## config.mk

```make
export PLATFORM = sky130hd
export DESIGN_NAME = laser_cover_eval_flat
export DESIGN_NICKNAME = d
export VERILOG_FILES = /design/src/rtl/laser_cover_eval_if.sv /design/src/rtl/laser_cover_eval.sv /design/src/flat_wrapper.sv
export SDC_FILE = /design/constraint.sdc
export NUM_CORES = 1
export LEC_CHECK = 0
export ABC_AREA = 1
export BUFFER_PORTS_ARGS = -buffer_cell sky130_fd_sc_hd__buf_4
export CAP_MARGIN = 0
export CORE_MARGIN = 1
export CORE_UTILIZATION = 40
export CTS_CLUSTER_DIAMETER = 40
export DETAILED_ROUTE_END_ITERATION = 10
export PLACE_DENSITY = 0.54
export REMOVE_ABC_BUFFERS = 1
export SLEW_MARGIN = 20
export SYNTH_ARGS = -nofsm -noshare
export SYNTH_HDL_FRONTEND = slang
export SYNTH_SLANG_ARGS = --single-unit
export TNS_END_PERCENT = 100
```

## constraint.sdc

```tcl
create_clock -name CLK -period 7.8 [get_ports CLK]
set_clock_uncertainty 0.2 [all_clocks]
set_input_delay 0 -clock CLK [delete_from_list [all_inputs] [get_ports CLK]]
set_output_delay 0 -clock CLK [all_outputs]
set_load 0.01 [all_outputs]
```

## src/rtl/laser_cover_eval_if.sv

```systemverilog
// Target-stream, centre-capture and score-report signals shared by the
// placement-engine side (master) and the scoring stage (slave).
interface laser_cover_eval_if;
    logic       IN_VALID;
    logic [3:0] X;
    logic [3:0] Y;
    logic       DONE_IN;
    logic [3:0] C1X;
    logic [3:0] C1Y;
    logic [3:0] C2X;
    logic [3:0] C2Y;
    logic [5:0] COUNT;
    logic [5:0] CNT1;
    logic [5:0] CNT2;
    logic       VALID;
    logic       BUSY;
    logic       OVF;

    modport master (
        output IN_VALID, X, Y, DONE_IN, C1X, C1Y, C2X, C2Y,
        input  COUNT, CNT1, CNT2, VALID, BUSY, OVF
    );

    modport slave (
        input  IN_VALID, X, Y, DONE_IN, C1X, C1Y, C2X, C2Y,
        output COUNT, CNT1, CNT2, VALID, BUSY, OVF
    );
endinterface

```

## src/rtl/laser_cover_eval.sv

```systemverilog
// Scores a two-circle laser placement: buffers one frame of target points,
// then counts the points hit by each circle and by their union.
module laser_cover_eval #(
    parameter int NPTS = 40,
    parameter int R2   = 16
) (
    input logic               CLK,
    input logic               RST,
    laser_cover_eval_if.slave bus
);

    typedef enum logic [2:0] {IDLE, LOAD, WAIT, EVAL, REPORT} state_t;

    localparam logic [5:0] LAST_IDX = 6'(NPTS - 1);
    localparam logic [5:0] END_IDX  = 6'(NPTS);

    state_t     state_q;
    logic [5:0] idx_q;
    logic [5:0] cnt1_q, cnt2_q, cntu_q;
    logic [3:0] c1x_q, c1y_q, c2x_q, c2y_q;
    logic [5:0] count_q, out1_q, out2_q;
    logic       valid_q, busy_q, ovf_q;

    logic [3:0] pt_x_q [NPTS];
    logic [3:0] pt_y_q [NPTS];

    logic       wr_en_d;
    logic [5:0] wr_idx_d;
    logic [3:0] rd_x_d, rd_y_d;
    logic       h1_d, h2_d;

    // Absolute differences come from a 5-bit signed subtract, so 0 vs 15 is
    // a distance of 15, never a wrapped distance of 1.
    function automatic logic hit(input logic [3:0] px, input logic [3:0] py,
                                 input logic [3:0] cx, input logic [3:0] cy);
        logic signed [4:0] ddx, ddy;
        logic [8:0]        ax, ay;
        ddx = $signed({1'b0, px}) - $signed({1'b0, cx});
        ddy = $signed({1'b0, py}) - $signed({1'b0, cy});
        ax  = {5'd0, (ddx[4] ? 4'(-ddx) : ddx[3:0])};
        ay  = {5'd0, (ddy[4] ? 4'(-ddy) : ddy[3:0])};
        return (ax * ax + ay * ay) <= 9'(R2);
    endfunction

    assign wr_en_d  = bus.IN_VALID && (state_q == IDLE || state_q == LOAD);
    assign wr_idx_d = (state_q == IDLE) ? 6'd0 : idx_q;
    assign rd_x_d   = pt_x_q[idx_q];
    assign rd_y_d   = pt_y_q[idx_q];
    assign h1_d     = hit(rd_x_d, rd_y_d, c1x_q, c1y_q);
    assign h2_d     = hit(rd_x_d, rd_y_d, c2x_q, c2y_q);

    // NOTE: the point buffer is deliberately left out of reset; every entry is
    // written during LOAD before EVAL reads it, so a reset would only cost area.
    always_ff @(posedge CLK) begin
        if (wr_en_d) begin
            pt_x_q[wr_idx_d] <= bus.X;
            pt_y_q[wr_idx_d] <= bus.Y;
        end
    end

    always_ff @(posedge CLK) begin
        if (RST) begin
            state_q <= IDLE;
            idx_q   <= '0;
            cnt1_q  <= '0;
            cnt2_q  <= '0;
            cntu_q  <= '0;
            c1x_q   <= '0;
            c1y_q   <= '0;
            c2x_q   <= '0;
            c2y_q   <= '0;
            count_q <= '0;
            out1_q  <= '0;
            out2_q  <= '0;
            valid_q <= 1'b0;
            busy_q  <= 1'b0;
            ovf_q   <= 1'b0;
        end else begin
            valid_q <= 1'b0;
            case (state_q)
                IDLE: begin
                    if (bus.IN_VALID) begin
                        idx_q   <= 6'd1;
                        state_q <= LOAD;
                        busy_q  <= 1'b1;
                    end
                end
                LOAD: begin
                    if (bus.DONE_IN) ovf_q <= 1'b1;
                    if (bus.IN_VALID) begin
                        idx_q <= idx_q + 6'd1;
                        if (idx_q == LAST_IDX) state_q <= WAIT;
                    end
                end
                WAIT: begin
                    if (bus.IN_VALID) ovf_q <= 1'b1;
                    if (bus.DONE_IN) begin
                        c1x_q   <= bus.C1X;
                        c1y_q   <= bus.C1Y;
                        c2x_q   <= bus.C2X;
                        c2y_q   <= bus.C2Y;
                        idx_q   <= '0;
                        cnt1_q  <= '0;
                        cnt2_q  <= '0;
                        cntu_q  <= '0;
                        state_q <= EVAL;
                    end
                end
                EVAL: begin
                    if (bus.IN_VALID || bus.DONE_IN) ovf_q <= 1'b1;
                    // The edge after the last point is scored publishes the
                    // totals; VALID is high while the state reads REPORT.
                    if (idx_q == END_IDX) begin
                        count_q <= cntu_q;
                        out1_q  <= cnt1_q;
                        out2_q  <= cnt2_q;
                        valid_q <= 1'b1;
                        state_q <= REPORT;
                    end else begin
                        cnt1_q <= cnt1_q + {5'd0, h1_d};
                        cnt2_q <= cnt2_q + {5'd0, h2_d};
                        cntu_q <= cntu_q + {5'd0, (h1_d | h2_d)};
                        idx_q  <= idx_q + 6'd1;
                    end
                end
                REPORT: begin
                    if (bus.IN_VALID) ovf_q <= 1'b1;
                    state_q <= IDLE;
                    busy_q  <= 1'b0;
                end
                default: begin
                    state_q <= IDLE;
                    busy_q  <= 1'b0;
                end
            endcase
        end
    end

    assign bus.COUNT = count_q;
    assign bus.CNT1  = out1_q;
    assign bus.CNT2  = out2_q;
    assign bus.VALID = valid_q;
    assign bus.BUSY  = busy_q;
    assign bus.OVF   = ovf_q;

endmodule

```

## src/flat_wrapper.sv

```systemverilog
// flat-port wrapper written by rule: the top's interface ports become plain ports
module laser_cover_eval_flat 
#(
    parameter int NPTS = 40,
    parameter int R2   = 16
)
  (CLK, RST, bus_IN_VALID, bus_X, bus_Y, bus_DONE_IN, bus_C1X, bus_C1Y, bus_C2X, bus_C2Y, bus_COUNT, bus_CNT1, bus_CNT2, bus_VALID, bus_BUSY, bus_OVF);
  laser_cover_eval_if bus_i ();
  input logic CLK;
  input logic RST;
  input wire logic [$bits(bus_i.IN_VALID)-1:0] bus_IN_VALID;
  input wire logic [$bits(bus_i.X)-1:0] bus_X;
  input wire logic [$bits(bus_i.Y)-1:0] bus_Y;
  input wire logic [$bits(bus_i.DONE_IN)-1:0] bus_DONE_IN;
  input wire logic [$bits(bus_i.C1X)-1:0] bus_C1X;
  input wire logic [$bits(bus_i.C1Y)-1:0] bus_C1Y;
  input wire logic [$bits(bus_i.C2X)-1:0] bus_C2X;
  input wire logic [$bits(bus_i.C2Y)-1:0] bus_C2Y;
  output wire logic [$bits(bus_i.COUNT)-1:0] bus_COUNT;
  output wire logic [$bits(bus_i.CNT1)-1:0] bus_CNT1;
  output wire logic [$bits(bus_i.CNT2)-1:0] bus_CNT2;
  output wire logic [$bits(bus_i.VALID)-1:0] bus_VALID;
  output wire logic [$bits(bus_i.BUSY)-1:0] bus_BUSY;
  output wire logic [$bits(bus_i.OVF)-1:0] bus_OVF;
  assign bus_i.IN_VALID = bus_IN_VALID;
  assign bus_i.X = bus_X;
  assign bus_i.Y = bus_Y;
  assign bus_i.DONE_IN = bus_DONE_IN;
  assign bus_i.C1X = bus_C1X;
  assign bus_i.C1Y = bus_C1Y;
  assign bus_i.C2X = bus_C2X;
  assign bus_i.C2Y = bus_C2Y;
  assign bus_COUNT = bus_i.COUNT;
  assign bus_CNT1 = bus_i.CNT1;
  assign bus_CNT2 = bus_i.CNT2;
  assign bus_VALID = bus_i.VALID;
  assign bus_BUSY = bus_i.BUSY;
  assign bus_OVF = bus_i.OVF;
  laser_cover_eval #(.NPTS(NPTS), .R2(R2)) u_core (.CLK(CLK), .RST(RST), .bus(bus_i));
endmodule
```

### After elaboration in Yosys (flattened, before gate mapping)

Memories as Yosys holds them, arrays and structs flattened. A register that Yosys moved wholly into a read port is not among the register bits.
Cells that the tools add are included.

| word-level totals | value |
|---|---|
| register bits after elaboration | 64 |
| RAM bits | 320 |
| input port bits | 28 |
| output and inout port bits | 21 |
| memories kept | 2 |

Memories:

| memory | depth | width | rd ports | clocked after Yosys merged registers in | wr ports | line | source |
|---|---|---|---|---|---|---|---|
| u_core.pt_x_q | 40 | 4 | 1 | 1 | 1 | laser_cover_eval.sv:24 | `logic [3:0] pt_x_q [NPTS];` |
| u_core.pt_y_q | 40 | 4 | 1 | 1 | 1 | laser_cover_eval.sv:25 | `logic [3:0] pt_y_q [NPTS];` |

| cells by class | value |
|---|---|
| add/subtract/negate cells | 14 |
| multiply operators | 4 |
| order comparisons | 2 |
| equal/unequal tests | 15 |
| mux-type cells | 34 |
| bitwise operators | 3 |
| reduce and logical (&&, ||, !) cells | 17 |

Operators with widths:

| kind | number |
|---|---|
| $mux W6 | 12 |
| $pmux W6 S2 | 3 |
| $mul A4 B4 Y8 | 4 |
| $pmux W6 S4 | 1 |
| $sub A4 B4 Y5 | 4 |
| $add A6 B1 Y6 | 3 |
| $add A8 B8 Y9 | 2 |
| $le A9 B5 Y1 const B | 2 |
| $mux W4 | 4 |
| $neg A4 Y4 | 4 |
| $mux W3 | 5 |
| $eq A6 B6 Y1 const B | 2 |
| $ne A2 B2 Y1 const B | 6 |
| $pmux W3 S4 | 1 |
| $reduce_and A5 Y1 | 2 |
| $add A6 B1 Y6 const B | 1 |
| $eq A3 B2 Y1 const B | 2 |
| $mux W1 | 6 |
| $ne A2 B1 Y1 const B | 3 |
| $reduce_and A2 Y1 | 3 |
| $reduce_and A4 Y1 | 1 |
| $reduce_bool A4 Y1 | 1 |
| $reduce_or A2 Y1 | 2 |
| $eq A3 B1 Y1 const B | 1 |
| 12 further kinds | 14 |

### Longest topological paths before layout

Gate-level depths: netlist of run 1.

| logic depth | value |
|---|---|
| depth after elaboration | 10 |
| depth in mapped cells | 46 |

### Worst setup path before layout of run 1

Ideal clock, no wire load.

| timing path | value |
|---|---|
| path type | register -> register |
| start point | reg with a tool-made name |
| end point | reg u_core.cntu_q[4] |
| library setup time | 0.070 ns |
| arrival time | 6.736 ns |
| slack | 0.794 ns |
| stages on the path, launching flop included | 37 |
| buffers on the path | 3 |
| path through | dfxtp_1 > buf_6 > inv_6 > buf_4 > buf_2 > nor2_1 > o221ai_1 > o211ai_1 > nand2_1 > inv_1 > ha_1 > fa_1 > inv_1 > nor3_1 > nor2_1 > or2_2 > a21oi_1 > fa_1 > inv_1 > fa_1 > inv_1 > fa_1 > fa_1 > ha_1 > inv_1 > fa_1 > xnor2_1 > a211oi_1 > o21ai_0 > o21ai_0 > ha_1 > ha_1 > nand3_1 > xor2_1 > nor2_1 > nand2_1 > a21oi_1 |

RTL lines:

| element | line | source |
|---|---|---|
| to (signal assigned) | laser_cover_eval.sv:122 | `cntu_q <= cntu_q + {5'd0, (h1_d \| h2_d)};` |
| to (decl) | laser_cover_eval.sv:19 | `logic [5:0] cnt1_q, cnt2_q, cntu_q;` |

==> impl_metrics.ini, run 1 <==
[outcome]
status = finished clean

[floorplanning]
fp.dieH_um = 216
io_pins = 49
die_area_um2 = 46500
std_cell_rows = 77
coreArea_um2 = 44600
die_x_um = 216
start_util_pct = 40.9

[grt]
grt_usage_pct = 20.0
grt_pass1_wl_um = 72100
grt_max_degree = 65
grt_pass1_vias = 12871
grt.overflow.total = 0
antenna_found_initial = 1

[synth]
synth-seq-cells = 390
synth_area_leaders = edfxtp_1, nand2_1, dfxtp_1
synth_edf_count = 320
synth_cell_type_count = 45
synth_top_area_cell = edfxtp_1
synth_area_per_cell_um2 = 10.4
synth_ff_type = edfxtp_1
ys_warn_count = 0
synth_seq_area_share_pct = 60.3
synthDominantCellAreaShare_pct = 52.7
syn_inst = 1755
synth_async_sr_flop_share_pct = 0
synth_area_um2 = 18200

[power_and_ir_drop]
power_frac_seq_pct = 31.2
vdd_drop_max_mv = 0.257
p_per_area_nw_per_um2 = 327
p_comb_share_pct = 33.5
power_frac_clock_pct = 35.3
internal_power_uw = 4830
switching_share_pct = 34.0
leakage_uw = 0.00864
netSwitchingPower_uw = 2480

[drt]
via_per_inst = 5.17
via_count = 13100
drt_pass1_iterations = 5
drc = 0
antenna_left = 0
detail_route.wl_per_cell_um = 19.2
totalWireLength_um = 48700
drt-initial-drc-count = 865

[sta]
hold_viol = 0
final_max_slew_viol_count = 0
max_slew_margin_pct = 35.5
setup_ws_ns = 0.371
fmax_mhz = 135
holdWs_ns = 0.191
tightest_slew_ns = 0.964
finalSetupViolCount = 0
period_share_pct = 95.2
finalCriticalPeriod_ns = 7.43
rsz0062_at_grt = true

[cts]
root_buffer = clkbuf_16
clock_latency_ns = 0.62
cts_buffers = 61
cts.path.max_buffers = 3
clk_pin_slew_ns = 0.06
cts_tree = done
h-tree-depth = 2
cts.sinks = 390

[setup_path]
crit_slowest_cell = fa_2
worst_setup_path_end_kind = flop
crit_required_ns = 8.14
arrival_ns = 7.76
startpoint_type = flop
slowest_delay_ns = 0.57
critical_path_class = flop to flop
crit_fanout = 9

[finish]
register_area_um2 = 11000
antenna_cells = 0
final_nets = 2007
area_growth_syn_to_layout_pct = 22.7
layout_commonest_cell = nand2_1
layout_common_cells = nand2_1, edfxtp_1, nand3_1
fillers = 3955
drive_gt1_share_pct = 15.7
multi_input_area_um2 = 6460

[job]
maxCapViolCount = 0

[placed_design]
port_buffers = 48
gp_congestion = 0.832
place_hpwl_um = 28400
dp_slack_ns = -0.00787

[hold_path]
hold_path.class = input pin to flop
-- metrics by stage --
stage,TNS (ns),std cells,instance area (um2),total power [uW],util (%)
2_1_floorplan,-38.60,1668,17700,3920,-
3_3_place_gp,0,2346,19200,4450,43.1
3_5_place_dp,-0.00935,2346,19200,4520,43.1
4_1_cts,0,2507,21700,7160,48.7
5_1_grt,-0.120,2534,22400,7820,50.2
6_report,0,2534,22400,7320,50.2
-- power by group through the flow --
stage	Sequential, uW	Clock [uW]	Combinational [uW]
floorplan	2340	0	1580
global route	2280	2700	2830
global placement	2320	0	2130
CTS	2280	2620	2260
finish	2280	2590	2450
detailed placement	2320	0	2200
-- worst paths after layout --
| check | startpoint | endpoint | slack [ns] | cells after the start |
|---|---|---|---|---|
| setup / recovery | flop | u_core.cnt1_q[4] | 0.37 | 38 |
| hold / removal | bus_DONE_IN | u_core.state_q[1] | 0.19 | 5 |
| setup reg to reg | flop | u_core.cnt1_q[4] | 0.37 | 38 |
| hold reg to reg | u_core.bus.OVF | u_core.bus.OVF | 0.26 | 2 |
-- layout make-up --
class / count / area share [%]
clock buffer: 67 / 6.92
clock inverter: 47 / 1.92
inverter: 124 / 2.17
multi-input combinational: 1154 / 28.8
sequential: 390 / 49.2
tap: 592 / 3.31
timing repair buffer: 159 / 7.58
timing repair inverter: 1 / 0.0391
-- kinds of logic after synthesis --
group	count (synthesis)	share of synthesized area (%)
AO/OA/AOI/OAI	186	5.66
XOR/XNOR	20	0.960
adder cells (fa/ha/maj)	88	7.10
AND/OR/NAND/NOR	860	20.3
flip-flops	390	60.3
buffers and inverters	211	5.64
-- critical path: cells and delay by family, from the launching register on --
family / cells / cell delay (ns)
buffers and inverters: 8 / 0.86
flip-flops: 1 / 0.42
XOR/XNOR: 2 / 0.31
AO/OA/AOI/OAI: 4 / 0.61
adder cells (fa/ha/maj): 9 / 3.35
AND/OR/NAND/NOR: 15 / 1.58
-- sequential cells by signal, summed over array words and instances (netlist names), 6 cells and up, named ones only --
name,flops
u_core.pt_x_q,160
u_core.pt_y_q,160
u_core.bus.CNT1,6
u_core.bus.CNT2,6
u_core.bus.COUNT,6
u_core.cnt1_q,6
u_core.cnt2_q,6
u_core.cntu_q,6
u_core.idx_q,6
-- cell usage after synthesis (6+ instances only) --
library cell  instances
nand2_1             432
edfxtp_1            320
nand3_1             261
nor2_1              124
inv_1               114
a21oi_1              72
dfxtp_1              70
o21ai_0              67
ha_1                 62
buf_2                30
fa_1                 26
clkbuf_1             20
buf_6                18
xor2_1               15
buf_4                14
o22ai_1              10
o21ai_1               8
inv_2                 7
nand4_1               7
nor3_1                7
o211ai_1              7
o221ai_1              6
-- what timing repair did --
| item | CTS | global route |
|---|---|---|
| pin swaps | 0 | 20 |
| hold buffers | 46 | 0 |
| cloned | 1 | 12 |
| setup buffers | 0 | 15 |
| endpoints found under the setup margin | 2 | 16 |
| endpoints found under the hold margin | 386 | 0 |
| gates resized for setup | 3 | 71 |
-- metal layers --
| metal | vias to the layer above | track usage [%] | routed length (um) |
|---|---|---|---|
| met2 | 296 | 32.1 | 22500 |
| met5 | - | 0 | 13 |
| met4 | 2 | 6.15 | 1070 |
| li1 | 6345 | - | - |
| met1 | 6370 | 27.9 | 22600 |
| met3 | 87 | 2.83 | 2520 |
Power figures use the tool's default switching activity.
==> run 2, diff against run 1 <==
==> constraint.sdc (replaced) <==
create_clock -name CLK -period 7.8 [get_ports CLK]
set_clock_uncertainty 0.2 [all_clocks]
set_input_delay 0.39 -clock CLK [delete_from_list [all_inputs] [get_ports CLK]]
set_output_delay 0.39 -clock CLK [all_outputs]
set_load 0.01 [all_outputs]
==> run 2 against run 1 <==
  * Hold slack worse by 0.13 ns
  * Setup slack about the same
  * Die area stayed put
  * Routed wire length fell by 0.71%
  * Clock-buffer cell count stayed put
  * Final area fell by 1.3%
  * Via count is 0.56% lower
  * First-iteration DRC count rose by 1.2%
  * Global-route usage is 0.11 points lower
  * Sequential power about the same
  * Critical endpoint unchanged
==> impl_metrics.ini, run 2 (synthesized netlist as in run 1, its figures left out) <==
[outcome]
status = finished clean

[drt]
wl_met3_um = 2660
dr.max_layer_used = met5
drc = 0
totalWireLength_um = 48400
wl_met1_um = 22400
drt-initial-drc-count = 875
route.met2.wl_um = 22300
detail_route.wl_per_cell_um = 19.3
drt_pass1_iterations = 5
antenna_left = 0
via_per_inst = 5.20
via_count = 13027

[floorplanning]
fp.dieH_um = 216
coreArea_um2 = 44600
io_pins = 49
die_x_um = 216
die_area_um2 = 46500
start_util_pct = 40.9
std_cell_rows = 77

[sta]
hold_viol = 0
fmax_mhz = 135
finalSetupViolCount = 0
finalCriticalPeriod_ns = 7.43
max_slew_margin_pct = 36.5
holdWs_ns = 0.0579
period_share_pct = 95.2
rsz0062_at_grt = true
final_max_slew_viol_count = 0
tightest_slew_ns = 0.948
tns_ns = 0

[placed_design]
gp_congestion = 0.832
place_area_um2 = 19200
port_buffers = 48
place_hpwl_um = 28400

[power_and_ir_drop]
p_per_area_nw_per_um2 = 331
power_frac_seq_pct = 31.2
p_comb_share_pct = 33.3
netSwitchingPower_uw = 2480
internal_power_uw = 4820
leakage_uw = 0.00847
switching_share_pct = 34.0
power_frac_clock_pct = 35.5
vdd_drop_max_mv = 0.258

[setup_path]
worst_setup_path_end_kind = flop
startpoint_type = flop
crit_slowest_cell = fa_1
reg2reg_depth = 39
r2r_setup_slack_ns = 0.37
arrival_ns = 7.77
cpMostUsedCell = nand3_1
slowest_delay_ns = 0.56
critical_path_class = flop to flop
crit_required_ns = 8.14
crit_fanout = 26
worstSetupEndpoint = u_core.cnt1_q[4]
r2r-end = u_core.cnt1_q[4]

[cts]
clock_latency_ns = 0.63
h-tree-depth = 2
root_buffer = clkbuf_16
cts.path.max_buffers = 3
cts_buffers = 61
cts.sinks = 390
clk_pin_slew_ns = 0.06
cts_tree = done

[grt]
grt_max_degree = 65
grt_usage_pct = 19.9
grt_pass1_wl_um = 71600
grt_pass1_vias = 12771
antenna_found_initial = 1
grt.overflow.total = 0

[hold_path]
hold_path.class = input pin to flop
worstHoldStart = bus_X[0]

[finish]
layout_common_cells = nand2_1, edfxtp_1, nand3_1
fin_util_pct = 49.5
final_nets = 1980
fillers = 3977
fin_area_um2 = 22100
reg_top3 = u_core.pt_x_q x160, u_core.pt_y_q x160
area_growth_syn_to_layout_pct = 21.0
drive_gt1_share_pct = 15.6
layout_commonest_cell = nand2_1
antenna_cells = 0

[job]
maxCapViolCount = 0
==> run 2: metrics by stage <==
step / power, uW / cells / setup WS (ns)
floorplan: 3920 / 1668 / -2.45
CTS: 7160 / 2480 / 0.000816
detailed placement: 4520 / 2346 / -0.00787
global placement: 4450 / 2346 / 0.0998
global route: 7800 / 2507 / -0.0434
finish: 7300 / 2507 / 0.371
==> run 2: routing by layer <==
| layer | track usage (%) | up-vias |
|---|---|---|
| met5 | 0 | - |
| met4 | 6.05 | 2 |
| met3 | 2.83 | 77 |
| met2 | 31.9 | 315 |
| met1 | 27.8 | 6345 |
| li1 | - | 6288 |
==> run 2: worst max-delay path: cells and delay by family, from the launching register on <==
kind | cells | cell delay [ns]
fa+ha+maj | 9 | 3.50
simple gates | 16 | 1.47
buf+inv | 8 | 0.89
compound gates | 4 | 0.58
flops | 1 | 0.42
xor+xnor | 2 | 0.31
==> run 2: area by class of cell <==
| type | count | area, um2 | share of cell area (%) |
|---|---|---|---|
| Clock buffer | 67 | 1550 | 7.01 |
| Clock inverter | 47 | 429 | 1.94 |
| Inverter | 124 | 485 | 2.20 |
| Multi-Input combinational cell | 1154 | 6430 | 29.1 |
| Sequential cell | 390 | 11000 | 49.9 |
| Tap cell | 592 | 741 | 3.35 |
| Timing Repair Buffer | 132 | 1430 | 6.46 |
| Timing Repair inverter | 1 | 8.76 | 0.0396 |
==> run 2: what timing repair did <==
item	CTS	global route
setup buffers	0	15
endpoints found under the hold margin	19	0
cloned	1	12
resized for setup	3	66
endpoints found under the setup margin	2	16
hold buffers	19	0
pin swaps	0	20
==> run 2: power by group through the flow <==
stage	Combinational, uW	Sequential [uW]	Clock, uW
2_1_floorplan	1580	2340	0
4_1_cts	2250	2280	2620
5_1_grt	2810	2280	2700
3_5_place_dp	2200	2320	0
3_3_place_gp	2130	2320	0
6_report	2430	2280	2590
==> run 2: worst min path at each step <==
| stage | to | slack [ns] | cells after the start |
|---|---|---|---|
| final | u_core.pt_x_q[26][0] | 0.06 | 1 |
| after floorplan | u_core.c1y_q[2] | 0.23 | 2 |
| after global routing | u_core.pt_x_q[28][0] | 0.06 | 1 |
| after detailed placement | u_core.bus.OVF | 0.25 | 2 |
| after global placement | u_core.bus.OVF | 0.25 | 2 |
| after CTS | u_core.pt_x_q[26][0] | 0.04 | 1 |
